<file path="src/rtl/uart_fifo_transceiver.sv">
// UART transceiver with TX and RX FIFOs, configurable framing.
// RX samples mid-bit after a 2-flop synchroniser; frames keep their error flags.
module uart_fifo_transceiver #(
  parameter int CLK_HZ     = 100000000,
  parameter int BAUD       = 115200,
  parameter int DATA_BITS  = 8,
  parameter int PARITY     = 0,
  parameter int STOP_BITS  = 1,
  parameter int FIFO_DEPTH = 16,
  localparam int CW = $clog2(FIFO_DEPTH) + 1
) (
  input  logic                 clk,
  input  logic                 rst_n,
  input  logic                 uart_rx_in,
  output logic                 uart_tx_out,
  input  logic [DATA_BITS-1:0] tx_data,
  input  logic                 tx_valid,
  output logic                 tx_ready,
  output logic [DATA_BITS-1:0] rx_data,
  output logic                 rx_parity_err,
  output logic                 rx_frame_err,
  output logic                 rx_valid,
  input  logic                 rx_ready,
  output logic                 rx_overrun,
  input  logic                 clear_err,
  output logic [CW-1:0]        tx_count,
  output logic [CW-1:0]        rx_count
);

  localparam int CPB  = CLK_HZ / BAUD;
  localparam int HALF = CPB / 2;
  localparam int TW   = $clog2(CPB + 1);
  localparam int AW   = $clog2(FIFO_DEPTH);
  localparam int EW   = DATA_BITS + 2;

  localparam logic [TW-1:0] BIT_END  = TW'(CPB - 1);
  localparam logic [TW-1:0] HALF_END = TW'(HALF - 1);
  localparam logic [2:0]    DB_LAST  = 3'(DATA_BITS - 1);
  localparam logic [2:0]    SB_LAST  = 3'(STOP_BITS - 1);

  typedef enum logic [2:0] {
    T_IDLE, T_START, T_DATA, T_PAR, T_STOP
  } tx_state_t;

  typedef enum logic [2:0] {
    R_IDLE, R_START, R_DATA, R_PAR, R_STOP, R_WAIT
  } rx_state_t;

  // TX FIFO
  logic [DATA_BITS-1:0] tx_mem [FIFO_DEPTH];
  logic [AW-1:0]        tx_wp, tx_rp;
  logic                 tx_push, tx_pop;
  logic [DATA_BITS-1:0] tx_head;
  logic                 tx_head_par;

  assign tx_ready    = (tx_count != CW'(FIFO_DEPTH));
  assign tx_push     = tx_valid && tx_ready;
  assign tx_head     = tx_mem[tx_rp];
  assign tx_head_par = (PARITY == 1) ? ~^tx_head : ^tx_head;

  always_ff @(posedge clk) begin
    if (tx_push) tx_mem[tx_wp] <= tx_data;
  end

  always_ff @(posedge clk or negedge rst_n) begin
    if (!rst_n) begin
      tx_wp    <= '0;
      tx_rp    <= '0;
      tx_count <= '0;
    end else begin
      if (tx_push) tx_wp <= tx_wp + 1'b1;
      if (tx_pop)  tx_rp <= tx_rp + 1'b1;
      tx_count <= tx_count + CW'(tx_push) - CW'(tx_pop);
    end
  end

  // TX FSM
  tx_state_t            tx_state, tx_nstate;
  logic [TW-1:0]        tx_tick, tx_ntick;
  logic [2:0]           tx_bit, tx_nbit;
  logic [DATA_BITS-1:0] tx_shift, tx_nshift;
  logic                 tx_par, tx_npar;
  logic                 tx_line;
  logic                 tx_end;

  assign tx_end = (tx_tick == BIT_END);

  always_ff @(posedge clk or negedge rst_n) begin
    if (!rst_n) begin
      tx_state    <= T_IDLE;
      tx_tick     <= '0;
      tx_bit      <= '0;
      tx_shift    <= '0;
      tx_par      <= 1'b0;
      uart_tx_out <= 1'b1;
    end else begin
      tx_state    <= tx_nstate;
      tx_tick     <= tx_ntick;
      tx_bit      <= tx_nbit;
      tx_shift    <= tx_nshift;
      tx_par      <= tx_npar;
      uart_tx_out <= tx_line;
    end
  end

  always_comb begin
    tx_nstate = tx_state;
    tx_ntick  = tx_tick + 1'b1;
    tx_nbit   = tx_bit;
    tx_nshift = tx_shift;
    tx_npar   = tx_par;
    tx_pop    = 1'b0;
    tx_line   = 1'b1;
    unique case (tx_state)
      T_IDLE: begin
        tx_ntick = '0;
        if (tx_count != '0) begin
          tx_pop    = 1'b1;
          tx_nshift = tx_head;
          tx_npar   = tx_head_par;
          tx_nstate = T_START;
        end
      end
      T_START: begin
        tx_line = 1'b0;
        if (tx_end) begin
          tx_ntick  = '0;
          tx_nbit   = '0;
          tx_nstate = T_DATA;
        end
      end
      T_DATA: begin
        tx_line = tx_shift[0];
        if (tx_end) begin
          tx_ntick  = '0;
          tx_nshift = tx_shift >> 1;
          if (tx_bit == DB_LAST) begin
            tx_nbit   = '0;
            tx_nstate = (PARITY != 0) ? T_PAR : T_STOP;
          end else begin
            tx_nbit = tx_bit + 3'd1;
          end
        end
      end
      T_PAR: begin
        tx_line = tx_par;
        if (tx_end) begin
          tx_ntick  = '0;
          tx_nbit   = '0;
          tx_nstate = T_STOP;
        end
      end
      T_STOP: begin
        if (tx_end) begin
          tx_ntick = '0;
          if (tx_bit != SB_LAST) begin
            tx_nbit = tx_bit + 3'd1;
          end else if (tx_count != '0) begin
            // chain straight into the next start bit
            tx_nbit   = '0;
            tx_pop    = 1'b1;
            tx_nshift = tx_head;
            tx_npar   = tx_head_par;
            tx_nstate = T_START;
          end else begin
            tx_nbit   = '0;
            tx_nstate = T_IDLE;
          end
        end
      end
      default: tx_nstate = T_IDLE;
    endcase
  end

  // RX synchroniser and FSM
  logic [1:0] rx_sync;
  logic       rx_s;

  always_ff @(posedge clk or negedge rst_n) begin
    if (!rst_n) rx_sync <= 2'b11;
    else        rx_sync <= {rx_sync[0], uart_rx_in};
  end

  assign rx_s = rx_sync[1];

  rx_state_t            rx_state, rx_nstate;
  logic [TW-1:0]        rx_tick, rx_ntick;
  logic [2:0]           rx_bit, rx_nbit;
  logic [DATA_BITS-1:0] rx_shift, rx_nshift;
  logic                 rx_perr, rx_nperr;
  logic                 rx_fire, rx_exp, rx_end;
  logic                 push_q;
  logic [EW-1:0]        push_word;

  assign rx_end = (rx_tick == BIT_END);
  assign rx_exp = (PARITY == 1) ? ~^rx_shift : ^rx_shift;

  always_ff @(posedge clk or negedge rst_n) begin
    if (!rst_n) begin
      rx_state  <= R_IDLE;
      rx_tick   <= '0;
      rx_bit    <= '0;
      rx_shift  <= '0;
      rx_perr   <= 1'b0;
      push_q    <= 1'b0;
      push_word <= '0;
    end else begin
      rx_state <= rx_nstate;
      rx_tick  <= rx_ntick;
      rx_bit   <= rx_nbit;
      rx_shift <= rx_nshift;
      rx_perr  <= rx_nperr;
      push_q   <= rx_fire;
      if (rx_fire) push_word <= {~rx_s, rx_perr, rx_shift};
    end
  end

  always_comb begin
    rx_nstate = rx_state;
    rx_ntick  = rx_tick + 1'b1;
    rx_nbit   = rx_bit;
    rx_nshift = rx_shift;
    rx_nperr  = rx_perr;
    rx_fire   = 1'b0;
    unique case (rx_state)
      R_IDLE: begin
        rx_ntick = '0;
        if (!rx_s) rx_nstate = R_START;
      end
      R_START: begin
        if (rx_tick == HALF_END) begin
          rx_ntick  = '0;
          rx_nbit   = '0;
          rx_nstate = rx_s ? R_IDLE : R_DATA;
        end
      end
      R_DATA: begin
        if (rx_end) begin
          rx_ntick  = '0;
          rx_nshift = {rx_s, rx_shift[DATA_BITS-1:1]};
          if (rx_bit == DB_LAST) begin
            rx_nperr  = 1'b0;
            rx_nstate = (PARITY != 0) ? R_PAR : R_STOP;
          end else begin
            rx_nbit = rx_bit + 3'd1;
          end
        end
      end
      R_PAR: begin
        if (rx_end) begin
          rx_ntick  = '0;
          rx_nperr  = (rx_s != rx_exp);
          rx_nstate = R_STOP;
        end
      end
      R_STOP: begin
        if (rx_end) begin
          rx_ntick  = '0;
          rx_fire   = 1'b1;
          rx_nstate = rx_s ? R_IDLE : R_WAIT;
        end
      end
      R_WAIT: begin
        rx_ntick = '0;
        if (rx_s) rx_nstate = R_IDLE;
      end
      default: rx_nstate = R_IDLE;
    endcase
  end

  // RX FIFO; a full FIFO still accepts a push when it is popped that cycle
  logic [EW-1:0] rx_mem [FIFO_DEPTH];
  logic [AW-1:0] rx_wp, rx_rp;
  logic          rx_pop, rx_wr, rx_full, rx_drop;

  assign rx_valid = (rx_count != '0);
  assign rx_full  = (rx_count == CW'(FIFO_DEPTH));
  assign rx_pop   = rx_valid && rx_ready;
  assign rx_wr    = push_q && (!rx_full || rx_pop);
  assign rx_drop  = push_q && rx_full && !rx_pop;

  assign {rx_frame_err, rx_parity_err, rx_data} = rx_mem[rx_rp];

  always_ff @(posedge clk) begin
    if (rx_wr) rx_mem[rx_wp] <= push_word;
  end

  always_ff @(posedge clk or negedge rst_n) begin
    if (!rst_n) begin
      rx_wp      <= '0;
      rx_rp      <= '0;
      rx_count   <= '0;
      rx_overrun <= 1'b0;
    end else begin
      if (rx_wr)  rx_wp <= rx_wp + 1'b1;
      if (rx_pop) rx_rp <= rx_rp + 1'b1;
      rx_count <= rx_count + CW'(rx_wr) - CW'(rx_pop);
      if (rx_drop)        rx_overrun <= 1'b1;
      else if (clear_err) rx_overrun <= 1'b0;
    end
  end

endmodule

</file>
<file path="config.mk">
export PLATFORM = sky130hd
export DESIGN_NAME = uart_fifo_transceiver
export DESIGN_NICKNAME = d
export VERILOG_FILES = /design/src/rtl/uart_fifo_transceiver.sv
export SDC_FILE = /design/constraint.sdc
export NUM_CORES = 1
export LEC_CHECK = 0
export CORE_MARGIN = 10
export CORE_UTILIZATION = 58
export DETAILED_ROUTE_END_ITERATION = 16
export PLACE_DENSITY = 0.75
export SLEW_MARGIN = 30
export SYNTH_ARGS = -nofsm -noshare
export SYNTH_HDL_FRONTEND = slang
export SYNTH_SLANG_ARGS = --single-unit
</file>
<file path="constraint.sdc">
create_clock -name clk -period 3.5 [get_ports clk]
set_input_delay 0.7 -clock clk [delete_from_list [all_inputs] [get_ports clk]]
set_output_delay 0.7 -clock clk [all_outputs]
set_load 0.01 [all_outputs]
</file>
* Word-level counts from Yosys, hierarchy flattened *
Memories as Yosys holds them, arrays and structs flattened.
Index checks and enable logic that the tools add are counted.

storage, ports and cells
  register bits = 91
  memory bits (writable) = 288
  input bits = 14
  output and inout port bits = 24
  memories = 2

operators by class
  $add $sub $neg = 12
  eq/ne operators = 33
  mux-type cells = 60
  bitwise logic cells = 1
  reductions and logical operators = 33

memory list
  memory  depth  width  read ports  clocked after memory_dff  wr ports  RTL line  source
  rx_mem  16     10     1           0                         1         272       logic [EW-1:0] rx_mem [FIFO_DEPTH];
  tx_mem  16     8      1           0                         1         50        logic [DATA_BITS-1:0] tx_mem [FIFO_DEPTH];

operators by type and width
  operator               count
  $mux 3                 23
  $mux 8                 4
  $mux 10                3
  $ne 2x2->1 const B     15
  $pmux 10 s3            1
  $pmux 8 s3             1
  $add 10x1->10 const B  2
  $eq 10x10->1 const B   2
  $pmux 10 s2            1
  $mux 1                 18
  $pmux 3 s6             1
  $add 4x1->4 const B    4
  $reduce_and 4->1       4
  $reduce_xor 8->1       2
  $eq 3x3->1 const B     5
  $pmux 3 s5             1
  $reduce_and 7->1       2
  $eq 3x2->1 const B     4
  $add 5x1->5            2
  $eq 10x9->1 const B    1
  $reduce_bool 5->1      2
  $sub 5x1->5            2
  $pmux 3 s3             1
  $reduce_bool 3->1      3
  other kinds (21)       35

* Logic depth before layout (Yosys ltp) *
  word-level depth = 6
  gate-level depth with buffers = 14
  mapped depth without buffers = 13

* Least setup slack after synthesis *
Ideal clock, no wire load.

  path kind = reg2out
  start point = reg rx_rp[0]
  end point = out rx_data[1]
  data arrival time = 2,125 ps
  setup slack = 675 ps
  stages on the path, launching flop included = 5
  path buffers = 2
  cell sequence = dfrtp_1 -> clkbuf_1 -> buf_1 -> mux4_2 -> mux4_2

between the ends
  cells in the longest elaborated chain, start to end = 1

ends and longest elaborated chain
  what                      RTL line  source
  start: declaration        273       logic [AW-1:0] rx_wp, rx_rp;
  start signal: assignment  296       if (rx_pop) rx_rp <= rx_rp + 1'b1;
  $mem_v2 16x10             -
  end: declaration          19        output logic [DATA_BITS-1:0] rx_data,

No other way between the ends.

* Final worst setup path *
  start point = reg rx_rp[0]
  end point = out rx_data[6]

The elaborated chain is that of the path after synthesis.

==> run_results.csv <==
group,metric,value,unit
status,status,"complete, no violations",
placed_design,dp_hpwl,18040,um
drt,post_drt_wl_per_cell,21.61,um
drt,dr_total_vias,8075,
drt,via_per_inst,5.955,
worst_setup_path,critPathRequiredTime,2.80,ns
drt,antenna_left,0,
timing,finalHoldViolations,0,
clock_network,cts.sinks,379,
yosys,yosysTopAreaCell,"edfxtp_1",
power_and_ir_drop,peakVddDrop,0.4879,mV
clock_network,clock_latency,0.54,ns
yosys,synthDistinctLibCells,55,
drt,first_iter_violations,679,
finish,finalNonFillerCells,1356,
worst_setup_path,critPathCaptureType,"output pin",
finish,num-fill-cells,1720,
finish,finalNetCount,1030,
yosys,async_flop_share,24.01,%
finish,regArea,10940,um^2
timing,whs,0.2184,ns
grt,antenna_found_initial,0,
floorplan,die_w,184.4,um
power_and_ir_drop,total_power,10.66,mW
yosys,ys_seq_area_share,69.72,%
worst_setup_path,cp-start-kind,"flop",
worst_setup_path,critPathKind,"reg2out",
clock_network,numCtsBuffers,39,
timing,timing.final.crit_share,97.59,%
yosys,yosys_warnings,0,
timing,drv_slew,0,
finish,layout-drive-gt1-share,19.11,%
yosys,synth_area_leaders,"edfxtp_1 (55%), dfrtp_1 (14%), mux4_2 (10%)",
floorplan,die_y,184.4,um
yosys,syn_area,15680,um^2
timing,fmax,0.2928,GHz
floorplan,num_rows,60,
drt,firstDrtPassIters,5,
placed_design,dp_cells,1284,
hold_path,hold_path.class,"in2async",
clock_network,clkSlewWorstSetupHoldPaths,0.06,ns
grt,grt_max_degree,87,
floorplan,pin_count,38,
clock_network,cts_root_buf,"clkbuf_16",
yosys,ys_top_cells_by_count,"edfxtp_1 (288), dfrtp_1 (88), nand2_1 (73)",
yosys,synth_cells,906,
drt,drc,0,
timing,grt_setup_unrepaired,"true",
yosys,avgSynthCellArea,17.30,um^2
yosys,ys_ff_latch,379,
clock_network,clk_path_buf_depth,3,
timing,setup_violations,0,
worst_setup_path,cp_max_fo,12,
finish,area_growth,13.60,%
clock_network,cts.htree.levels,2,
grt,grt.total_usage,17.86,%
timing,finClkSkew,0.02123,ns
power_and_ir_drop,leakage,6.906,nW
timing,fin_crit,3.415,ns
floorplan,start_util,58.49,%
finish,diodes,0,
placed_design,io_buffer_count,37,
placed_design,pre_cts_ws,0.3401,ns
timing,slew_headroom,45.63,%
yosys,yosysMostFrequentCell,"edfxtp_1",
grt,grt_pass1_wl,47000,um
timing,worst_slew_pin_slew,0.8155,ns
grt,grt_pass1_vias,8177,
floorplan,core,26800,um^2
power_and_ir_drop,power.density,598.4,nW/um^2
clock_network,tritoncts,"built",
yosys,ys.flop_type,"edfxtp_1",
worst_setup_path,worstPathArrival,2.72,ns
job,cap_violations,0,
yosys,synth_top_area_share,55.17,%
timing,setup_slack,0.08450,ns
finish,multi_input_area,4436,um^2
yosys,synth-edff-count,288,
grt,grt-ovfl-total,0,
drt,routed_wl,29300,um
floorplan,dieArea,34000,um^2
placed_design,place_congestion,0.7747,
yosys,syn_nets,952,
-- sequential cells by signal, summed over array words and instances, names as in the netlist, 2 cells and up --
register   cells
tx_count       5
rx_mem       160
rx_count       5
rx_rp          4
rx_shift       8
tx_wp          4
push_word     10
rx_sync        2
tx_tick       10
rx_wp          4
rx_tick       10
rx_bit         3
tx_bit         3
rx_state       3
tx_shift       8
tx_rp          4
tx_mem       128
tx_state       3
-- per-layer routing --
layer  routed length (um)  vias to the layer above  GRT usage [%]
met5                    0                        -              0
met4                  601                        0          5.113
met3                 1719                       48          3.190
met2                13950                      240          27.96
met1                13020                     4152          25.33
li1                     -                     3635              -
-- worst paths after layout --
path / from / end / slack (ns) / depth (start not counted)
worst max-delay path: rx_rp[0]$_DFFE_PN0N_ / rx_data[6] / 0.08 / 4
max in group asynchronous: rst_n / tx_wp[3]$_DFFE_PN0P_ / 2.63 / 2
worst min register to register: rx_sync[0]$_DFF_PN1_ / rx_sync[1]$_DFF_PN1_ / 0.36 / 0
worst max register to register: tx_tick[2]$_DFF_PN0_ / tx_count[4]$_DFF_PN0_ / 0.60 / 13
min in group clk: rx_sync[0]$_DFF_PN1_ / rx_sync[1]$_DFF_PN1_ / 0.36 / 0
worst min-delay path: rst_n / rx_state[2]$_DFFE_PN0P_ / 0.22 / 1
-- final cells by class --
type	instances	area share, %
clock buffers	55	5.874
inverters	27	0.5691
multi-input cells	462	24.91
well taps	341	2.396
flip-flops and latches	379	61.41
repair buffers	75	4.040
clock inverters	17	0.8010
-- kinds of logic (layout without fill, tap and decap cells) --
family | Yosys count | in the layout | share of synthesized area [%]
flops | 379 | 379 | 69.72
simple gates | 207 | 207 | 6.218
mux | 109 | 109 | 13.98
buf+inv | 65 | 174 | 1.980
compound gates | 64 | 64 | 2.650
xor+xnor | 50 | 50 | 2.794
fa+ha+maj | 32 | 32 | 2.650
-- critical path, cell delays in order (launching register included) --
cell,delay (ns)
dfrtp_2,0.38
buf_4,0.26
mux4_2,0.53
mux4_2,0.51
clkdlybuf4s50_1,0.50
-- power by group --
| group | switching (mW) | internal [mW] | total, mW |
|---|---|---|---|
| logic | 0.767 | 0.737 | 1.50 |
| registers | 0.234 | 5.09 | 5.33 |
| clock network | 1.65 | 2.18 | 3.82 |
| total | 2.65 | 8.01 | 10.7 |
-- stage by stage --
stage	util, %	TNS, ns	area, um^2
floorplan	-	0	15680
global placement	61.94	0	16600
detailed placement	61.95	0	16600
CTS	66.39	0	17790
global route	66.44	-0.02551	17810
finish	66.44	0	17810
-- cell usage in the layout (no fill, tap or decap), drive strengths merged, types with 2 or more instances in the layout --
cell type      netlist  layout
nor4bb               2       2
o21bai               2       2
ha                  30      30
xnor2               34      34
a21o                 3       3
nand3b               3       3
dfstp                3       3
nor3b                3       3
nand2               73      73
o21ai               21      21
buf                 16      39
clkinv               0      14
clkbuf              19      55
xor2                16      16
and3                 5       5
inv                 27      28
nor2b                3       3
clkdlybuf4s50        0      31
and2                12      12
dlymetal6s2s         0       5
nand4                6       6
nor2                55      55
mux4                82      82
nand4b               2       2
edfxtp             288     288
dfrtp               88      88
o22ai                2       2
a22oi               16      16
mux2                27      27
nor3                 7       7
nor4                 7       7
fa                   2       2
nand3               19      19
nand2b               6       6
a21oi               10      10
-- repair_timing --
| item | in CTS | in global routing |
|---|---|---|
| hold buffers | 0 | 0 |
| gates resized for setup | 0 | 6 |
| endpoints found under the setup margin | 0 | 8 |
| setup buffers | 0 | 0 |
(Power assumes the default switching activity.)
